<file path="src/rtl/irq_pkg.sv">
// Shared types and constants for the external interrupt controller.
package irq_pkg;

    localparam int N_IRQ_DEFAULT = 4;

    typedef enum logic [1:0] {
        IDLE = 2'd0,
        REQ  = 2'd1,
        GAP  = 2'd2
    } irq_state_t;

    // The id field must be exactly wide enough to index every line.
    function automatic bit prio_valid(input int n_irq, input int id_w);
        return (n_irq >= 2) && (n_irq <= 16) && (id_w == $clog2(n_irq));
    endfunction

endpackage

</file>
<file path="src/rtl/irq_prio_enc.sv">
// Combinational fixed-priority encoder: the lowest set index wins.
module irq_prio_enc #(
    parameter int N_IRQ = 4,
    parameter int ID_W  = 2
) (
    input  logic [N_IRQ-1:0] req,
    output logic [ID_W-1:0]  id,
    output logic             any
);

    always_comb begin
        id  = '0;
        any = |req;
        // Scan from the top down so the lowest index is the last assignment.
        for (int i = N_IRQ - 1; i >= 0; i--) begin
            if (req[i]) begin
                id = i[ID_W-1:0];
            end
        end
    end

endmodule

</file>
<file path="src/rtl/irq_ctrl.sv">
// External interrupt controller: edge detect, pending/overrun latches, priority select, request FSM.
// Define IRQ_SYNC_EN to insert a 2-flop synchronizer on each irq_in line.
module irq_ctrl
    import irq_pkg::*;
#(
    parameter int N_IRQ = N_IRQ_DEFAULT,
    parameter int ID_W  = 2
) (
    input  logic             clk,
    input  logic             reset,
    input  logic [N_IRQ-1:0] irq_in,
    input  logic [N_IRQ-1:0] irq_mask,
    input  logic             ExtIAck,
    input  logic             ovr_clr,
    output logic             ExtIRQ,
    output logic [ID_W-1:0]  irq_id,
    output logic [N_IRQ-1:0] irq_pending,
    output logic [N_IRQ-1:0] irq_overrun
);

    generate
        if (!prio_valid(N_IRQ, ID_W)) begin : g_bad_param
            $error("irq_ctrl: ID_W must equal $clog2(N_IRQ) and N_IRQ must be 2..16");
        end
    endgenerate

    logic [N_IRQ-1:0] irq_s;
    logic [N_IRQ-1:0] hist_reg;
    logic [N_IRQ-1:0] rise;
    logic [N_IRQ-1:0] clr_vec;
    logic [N_IRQ-1:0] pending_reg;
    logic [N_IRQ-1:0] overrun_reg;
    logic [N_IRQ-1:0] sel_req;
    logic [ID_W-1:0]  win_id;
    logic             win_any;
    logic             ack_clr;

    irq_state_t       state_reg, state_next;
    logic [ID_W-1:0]  id_reg, id_next;
    logic             ext_irq_reg, ext_irq_next;

`ifdef IRQ_SYNC_EN
    logic [N_IRQ-1:0] sync1_reg;
    logic [N_IRQ-1:0] sync2_reg;

    always_ff @(posedge clk or posedge reset) begin
        if (reset) begin
            sync1_reg <= '0;
            sync2_reg <= '0;
        end else begin
            sync1_reg <= irq_in;
            sync2_reg <= sync1_reg;
        end
    end

    assign irq_s = sync2_reg;
`else
    assign irq_s = irq_in;
`endif

    // History resets to 0, so a line already high at reset release reads as an edge.
    always_ff @(posedge clk or posedge reset) begin
        if (reset) begin
            hist_reg <= '0;
        end else begin
            hist_reg <= irq_s;
        end
    end

    assign ack_clr = (state_reg == REQ) && ExtIAck;

    genvar gi;
    generate
        for (gi = 0; gi < N_IRQ; gi++) begin : g_line
            assign rise[gi]    = irq_s[gi] & ~hist_reg[gi];
            assign clr_vec[gi] = ack_clr && (id_reg == ID_W'(gi));

            // A fresh edge beats the ack-clear; only an edge on an uncleared pending line is an overrun.
            always_ff @(posedge clk or posedge reset) begin
                if (reset) begin
                    pending_reg[gi] <= 1'b0;
                    overrun_reg[gi] <= 1'b0;
                end else begin
                    pending_reg[gi] <= (pending_reg[gi] & ~clr_vec[gi]) | rise[gi];
                    overrun_reg[gi] <= (overrun_reg[gi] & ~ovr_clr)
                                     | (rise[gi] & pending_reg[gi] & ~clr_vec[gi]);
                end
            end
        end
    endgenerate

    assign sel_req = pending_reg & irq_mask;

    irq_prio_enc #(
        .N_IRQ (N_IRQ),
        .ID_W  (ID_W)
    ) u_prio_enc (
        .req (sel_req),
        .id  (win_id),
        .any (win_any)
    );

    always_comb begin
        state_next = state_reg;
        id_next    = id_reg;
        case (state_reg)
            IDLE: begin
                if (win_any) begin
                    id_next    = win_id;
                    state_next = REQ;
                end
            end
            // The request is never withdrawn; id stays frozen until ack.
            REQ: begin
                if (ExtIAck) begin
                    state_next = GAP;
                end
            end
            GAP: begin
                state_next = IDLE;
            end
            default: begin
                state_next = IDLE;
            end
        endcase
        ext_irq_next = (state_next == REQ);
    end

    always_ff @(posedge clk or posedge reset) begin
        if (reset) begin
            state_reg   <= IDLE;
            id_reg      <= '0;
            ext_irq_reg <= 1'b0;
        end else begin
            state_reg   <= state_next;
            id_reg      <= id_next;
            ext_irq_reg <= ext_irq_next;
        end
    end

    assign ExtIRQ      = ext_irq_reg;
    assign irq_id      = id_reg;
    assign irq_pending = pending_reg;
    assign irq_overrun = overrun_reg;

endmodule

</file>
<file path="config.mk">
export PLATFORM = sky130hd
export DESIGN_NAME = irq_ctrl
export DESIGN_NICKNAME = d
export VERILOG_FILES = /design/src/rtl/irq_pkg.sv /design/src/rtl/irq_prio_enc.sv /design/src/rtl/irq_ctrl.sv
export SDC_FILE = /design/constraint.sdc
export NUM_CORES = 1
export LEC_CHECK = 0
export CAP_MARGIN = 15
export CORE_UTILIZATION = 46
export DETAILED_ROUTE_END_ITERATION = 8
export GPL_ROUTABILITY_DRIVEN = 0
export PLACE_DENSITY = 0.86
export SLEW_MARGIN = 20
export SYNTH_ARGS = -nofsm -noshare
export SYNTH_HDL_FRONTEND = slang
export SYNTH_HIERARCHICAL = 1
export SYNTH_SLANG_ARGS = --single-unit
</file>
<file path="constraint.sdc">
create_clock -name clk -period 2.16 [get_ports clk]
set_input_delay 0.324 -clock clk [delete_from_list [all_inputs] [get_ports clk]]
set_output_delay 0.324 -clock clk [all_outputs]
set_load 0.02 [all_outputs]
</file>
Yosys cells after proc, flatten, opt, wreduce, memory -nomap -nowiden
Cells that the tools add are included.
W data, S select, Z words.

operators by class
  eq/ne operators = 5
  muxes and demuxes = 7
  bitwise operators = 38
  reductions and logical operators = 9

operators by type and width
  operator              count
  $and A1 B1 Y1         20
  $mux W2               6
  $not A1 Y1            9
  $or A1 B1 Y1          8
  $eq A2 B1 Y1 const B  3
  $logic_and A1 B1 Y1   5
  $and A4 B4 Y4         1
  $eq A2 B2 Y1 const B  2
  $logic_not A2 Y1      2
  $pmux W2 S2           1
  $reduce_or A4 Y1      1
  $reduce_and A2 Y1     1

storage, ports and cells
  flip-flop bits (word level) = 17
  output and inout port bits = 11

Logic depth before layout (Yosys ltp)
Gate-level depths: netlist of run 1.

  word-level depth = 6
  mapped depth = 6
  depth with buffers taken out = 6

Hierarchy
The synthesis of run 1 kept the hierarchy.

by module, submodules not included
  module        instances  cells an instance  area an instance (um^2)  seq. area each (um^2)
  irq_ctrl      1          54                 658.1                    425.4
  irq_prio_enc  1          7                  35.0                     0.0

Worst setup path before layout of run 1
No wires, ideal clock.

  path type = register -> register
  start point = register pending_reg[2] (netlist: irq_pending[2])
  end point = register id_reg[0] (netlist: irq_id[0])
  data arrival time = 1255 ps
  slack = 780 ps
  stages on the path, launching flop included = 7
  cells stage by stage = dfrtp_1 -> and2_1 -> nor2_1 -> nand2_1 -> nand2b_4 -> nor2_4 -> mux2_4

between the ends
  elaborated cells on any way between the ends = 6
  those cells by class = mux: 3; bitwise: 1; reduce/logical: 2

RTL lines
  element                             line                source
  start: declaration                  irq_ctrl.sv:31      logic [N_IRQ-1:0] pending_reg;
  start signal: indexed assignment    irq_ctrl.sv:84      pending_reg[gi] <= (pending_reg[gi] & ~clr_vec[gi]) | rise[gi];
  $and A4 B4 Y4                       irq_ctrl.sv:92      assign sel_req = pending_reg & irq_mask;
  via sel_req[2]                      irq_ctrl.sv:33      logic [N_IRQ-1:0] sel_req;
  $reduce_or A4 Y1                    irq_prio_enc.sv:13  any = |req;
  via win_any                         irq_ctrl.sv:35      logic win_any;
  $reduce_and A2 Y1 (no source line)  -
  end signal: assignment              irq_ctrl.sv:136     id_reg <= id_next;
  end: declaration                    irq_ctrl.sv:39      logic [ID_W-1:0] id_reg, id_next;

The timed path passes the listed nets, and every way through them passes these cells.
A chain may end at the register's enable or synchronous reset.

Worst setup path after layout of run 1
  start point = register id_reg[0] (netlist: irq_id[0])
  end point = output irq_id[0]

RTL lines
  element           line            source
  end: declaration  irq_ctrl.sv:16  output logic [ID_W-1:0] irq_id,

No word-level cell between the ends.

==> impl_metrics.tcl, run 1 <==
set metrics [dict create \
    diodes 0 \
    grt_max_degree 18 \
    start_kind "flop" \
    ios 23 \
    synth-seq-cells 17 \
    finalSetupTns_ns 0 \
    path_cells "clkdlybuf4s50_1" \
    drc 0 \
    htree_levels 1 \
    initial_core_util_pct 51.3 \
    pre_cts_ws_ns 0.405 \
    reg2reg_setup_slack_ns 0.76 \
    path_buf_inv 1 \
    ctsResizeCount 0 \
    grt_setup_unrepaired "no" \
    tightest_slew_ns 0.613 \
    ir_worst_vdd_mv 0.703 \
    synth.net_count 73 \
    drt_iter0_drc 5 \
    status "finished clean" \
    synth_cell_types 17 \
    final_cell_mix "22 x clkdlybuf4s50_1, 17 x dfrtp_1, 7 x inv_1" \
    critical_path_arrival_ns 1.34 \
    syn_area_um2 693 \
    cts_sinks 17 \
    max-slew-margin-rel_pct 59.1 \
    nets 100 \
    num_vias 509 \
    fin_skew_ns 0.00387 \
    reg2reg_from "irq_pending[2]$_DFF_PP0_" \
    synth_largest_area_cell "dfrtp_1" \
    post-route-period-util_pct 76.9 \
    grt_pass1_wl_um 1920 \
    die_w_um 40.8 \
    crit_path_top_delay_cell "clkdlybuf4s50_1" \
    fmax_ghz 0.602 \
    cts_buffer_depth 2 \
    setup_viol 0 \
    synth_cells 61 \
    cts_made_buffers 3 \
    postCtsSetupBuffers 0 \
    fp-row-count 13 \
    yosysWarnings 6 \
    final_util_pct 71.0 \
    ant_nets 0 \
    grt_pass1_vias 469 \
    synth_top_cells_by_area "dfrtp_1 61%, nand2b_1 4.5%, mux2_4 4.3%" \
    layout-drive-gt1-share_pct 9.20 \
    slowest_delay_ns 0.63 \
    wire_per_inst_um 12.0 \
    synth_top_area_share_pct 61.4 \
    tritoncts "done" \
    power_density_nw_per_um2 1180 \
    ys_seq_area_share_pct 61.4 \
    syn_area_per_cell_um2 11.4 \
    drt-total-wl_um 1220 \
    fp.dieH_um 40.8 \
    final_common_cell "clkdlybuf4s50_1" \
    clock_latency_ns 0.28 \
    ctsHoldBuffers 0 \
    instances_no_fill 102 \
    portBuffers 22 \
    dp_cells 98 \
    finalWorstSetupSlack_ns 0.499 \
    dp_hpwl_um 981 \
    core_um2 1350 \
    grt.total_usage_pct 18.5 \
    viasPerCell 4.99 \
    critical_path_required_ns 1.84 \
    antenna_found_initial 0 \
    crit_fanout 5 \
    p_leak_uw 0.000416 \
    min_path_type "input pin to asynchronous set/reset pin" \
    cap_viol_max_count 0 \
    crit_family "buffers and inverters" \
    root_buffer "clkbuf_4" \
    hold_viol_final 0 \
    crit_type "flop to output port" \
    worstReg2RegEnd "irq_id[1]$_DFFE_PP0P_" \
    finalCriticalPeriod_ns 1.66 \
    dr.pass1.iters 2 \
    grt-ovfl-total 0 \
    endpoint_kind "output port" \
    ff2ff_path_depth 6 \
    final_max_slew_viol_count 0 \
    design.die.area_um2 1670 \
    area_growth_pct 38.3 \
    clk_pin_slew_ns 0.09 \
]
worst max-delay path by stage:
stage,start,end,slack [ns],depth (start not counted)
after detailed placement,irq_mask[0],irq_id[0]$_DFFE_PP0P_,0.40,7
after CTS,irq_id[0]$_DFFE_PP0P_,irq_id[0],0.49,1
after global placement,irq_mask[0],irq_id[1]$_DFFE_PP0P_,0.47,7
after global routing,irq_id[1]$_DFFE_PP0P_,irq_id[1],0.44,1
final,irq_id[0]$_DFFE_PP0P_,irq_id[0],0.50,1
after floorplan,irq_pending[2]$_DFF_PP0_,irq_id[0]$_DFFE_PP0P_,0.78,6
synth_stat cells:
library cell and count:
dfrtp_1 17, inv_1 7, nand2_1 6, nand2b_1 5
and2_1 4, o21ai_0 4, o22ai_1 4, nor2_1 3
a21oi_1 2, mux2_4 2, a21oi_2 1, nand2b_4 1
nand4b_1 1, nand4bb_1 1, nor2_4 1, nor3_1 1
or2b_1 1
through the flow:
step | total power, µW | instance area (µm²) | hold slack (ns)
after floorplan | 770 | 693 | 0.250
after global placement | 963 | 932 | 0.496
after detailed placement | 984 | 932 | 0.503
after CTS | 1150 | 958 | 0.426
after global routing | 1220 | 958 | 0.461
final | 1130 | 958 | 0.405
layout make-up:
cell class                 count  area (µm²)
timing repair buffer          22         220
inverter                       7        26.3
sequential                    17         425
clock buffer                   4        26.3
tap                           15        18.8
fill                         108         392
multi-input combinational     37         241
report_power, final:
| part | switching (µW) | total (µW) | internal (µW) |
|---|---|---|---|
| clock network | 88.3 | 160 | 71.6 |
| registers | 74.5 | 482 | 408 |
| logic | 235 | 493 | 257 |
| total | 398 | 1130 | 737 |
logic make-up (layout without fill, tap and decap cells):
family | Yosys count | count (layout) | synth area share, %
mux | 2 | 2 | 4.33
flops | 17 | 17 | 61.4
compound gates | 11 | 11 | 9.21
buf+inv | 7 | 33 | 3.79
simple gates | 24 | 24 | 21.3
routing by layer:
layer	global-route usage [%]	share of wire, %	vias up
met4	7.50	1.1	0
met5	0	0	-
li1	-	-	255
met1	22.5	44	237
met3	4.89	4.6	2
met2	30.9	50	15
Power figures use the tool's default switching activity.
==> run 2, diff against run 1 <==
--- a/config.mk
+++ b/config.mk
@@ -6,10 +6,10 @@
 export NUM_CORES = 1
 export LEC_CHECK = 0
 export CAP_MARGIN = 15
-export CORE_UTILIZATION = 46
+export CORE_UTILIZATION = 43
 export DETAILED_ROUTE_END_ITERATION = 8
 export GPL_ROUTABILITY_DRIVEN = 0
-export PLACE_DENSITY = 0.86
+export PLACE_DENSITY = 0.82
 export SLEW_MARGIN = 20
 export SYNTH_ARGS = -nofsm -noshare
 export SYNTH_HDL_FRONTEND = slang
==> constraint.sdc (replaced) <==
create_clock -name clk -period 1.7 [get_ports clk]
set_input_delay 0.255 -clock clk [delete_from_list [all_inputs] [get_ports clk]]
set_output_delay 0.255 -clock clk [all_outputs]
set_load 0.02 [all_outputs]
==> impl_metrics.tcl, run 2 (synthesis results as in run 1) <==
set metrics [dict create \
    status "finished clean" \
    dp_hpwl_um 995 \
    portBuffers 22 \
    fp.dieH_um 42.2 \
    grt_setup_unrepaired "no" \
    ir_worst_vdd_mv 0.627 \
    start_kind "flop" \
    layout-drive-gt1-share_pct 12.4 \
    diodes 0 \
    place_area_um2 948 \
    critical_path_arrival_ns 1.34 \
    ant_nets 0 \
    final_common_cell "clkdlybuf4s50_1" \
    cts_buffer_depth 2 \
    fin_skew_ns 0.000456 \
    antenna_found_initial 0 \
    setup_viol 0 \
    nets 102 \
    hold_viol_final 0 \
    final_cell_area_um2 976 \
    final_util_pct 64.8 \
    root_buffer "clkbuf_4" \
    area_growth_pct 40.8 \
    grt-ovfl-total 0 \
    seq_power_share_pct 41.9 \
    fmax_ghz 0.627 \
    p_leak_uw 0.000429 \
    wire_per_inst_um 12.6 \
    core_um2 1510 \
    endpoint_kind "output port" \
    postCtsSetupBuffers 0 \
    min_path_type "input pin to asynchronous set/reset pin" \
    ctsResizeCount 0 \
    p_switching_uw 513 \
    p_int_uw 942 \
    initial_core_util_pct 46.0 \
    pre_cts_ws_ns 0.0665 \
    routed-wl-met2_um 673 \
    grt_pass1_wl_um 2280 \
    ios 23 \
    final_cell_mix "22 x clkdlybuf4s50_1, 17 x dfrtp_1, 7 x inv_1" \
    dr.pass1.iters 4 \
    cts_made_buffers 3 \
    finalCriticalPeriod_ns 1.59 \
    cap_viol_max_count 0 \
    die_w_um 42.2 \
    crit_type "flop to output port" \
    fp-row-count 14 \
    fillCellCount 117 \
    clk_pin_slew_ns 0.10 \
    path_cells "clkdlybuf4s50_1" \
    crit_path_top_delay_cell "clkdlybuf4s50_1" \
    design.die.area_um2 1780 \
    dp_cells 101 \
    ctsHoldBuffers 0 \
    p_clk_share_pct 14.4 \
    grt.total_usage_pct 17.1 \
    finalWorstSetupSlack_ns 0.105 \
    clock_latency_ns 0.28 \
    wl_met3_um 59 \
    wl_met1_um 575 \
    combPwrFrac_pct 43.7 \
    final_max_slew_viol_count 0 \
    drt-total-wl_um 1320 \
    instances_no_fill 105 \
    grt_max_degree 18 \
    tightest_slew_ns 0.299 \
    slowest_delay_ns 0.63 \
    viasPerCell 5.14 \
    drc 0 \
    crit_family "buffers and inverters" \
    grt_pass1_vias 545 \
    num_vias 540 \
    crit_fanout 5 \
    power_density_nw_per_um2 1490 \
    finalSetupTns_ns 0 \
    path_buf_inv 1 \
    drt_iter0_drc 9 \
    cts_sinks 17 \
    tritoncts "done" \
    top_layer "met4" \
    htree_levels 1 \
    post-route-period-util_pct 93.8 \
    max-slew-margin-rel_pct 79.9 \
    swShare_pct 35.3 \
    critical_path_required_ns 1.44 \
]
==> run 2: layout make-up <==
cell class	instances	area, µm²	area share [%]
flip-flops and latches	17	425	43.6
well taps	16	20.0	2.05
repair buffers	24	235	24.1
clock inverters	1	5.00	0.513
clock buffers	3	22.5	2.31
inverters	7	26.3	2.69
multi-input cells	37	241	24.7
==> run 2: worst paths after layout <==
kind                                     startpoint                       end  slack [ns]  cells past startpoint
min                                           reset    state_reg[0]$_DFF_PP0_        0.26                      3
max reg2reg                irq_pending[2]$_DFF_PP0_     irq_id[1]$_DFFE_PP0P_        0.34                      6
min reg2reg                   hist_reg[3]$_DFF_PP0_  irq_pending[3]$_DFF_PP0_        0.52                      2
max                           irq_id[0]$_DFFE_PP0P_                 irq_id[0]        0.11                      1
min in group clk                          irq_in[0]     hist_reg[0]$_DFF_PP0_        0.43                      1
max in group asynchronous                     reset  irq_pending[2]$_DFF_PP0_        1.26                      3
==> run 2: per-layer routing <==
metal / up-vias / GRT usage (%)
li1: 257 / -
met1: 262 / 21.7
met2: 19 / 29.1
met3: 2 / 2.59
met4: 0 / 7.50
met5: - / 0
==> run 2: worst register-to-register path, delay by kind of cell (launching register included) <==
| kind | cells | cell delay [ns] |
|---|---|---|
| flip-flops | 1 | 0.40 |
| multiplexers | 1 | 0.29 |
| AND/OR/NAND/NOR | 5 | 0.56 |
==> run 2: through the flow <==
step / hold slack, ns / total power, µW
floorplan: 0.181 / 978
global placement: 0.495 / 1240
detailed placement: 0.504 / 1260
CTS: 0.261 / 1470
global route: 0.310 / 1550
finish: 0.263 / 1460
==> run 2: power groups by stage <==
stage / clock network, µW / registers [µW] / logic, µW
floorplan: 0 / 713 / 266
global placement: 0 / 614 / 624
global route: 236 / 626 / 687
finish: 209 / 610 / 636
CTS: 219 / 613 / 640
detailed placement: 0 / 621 / 638
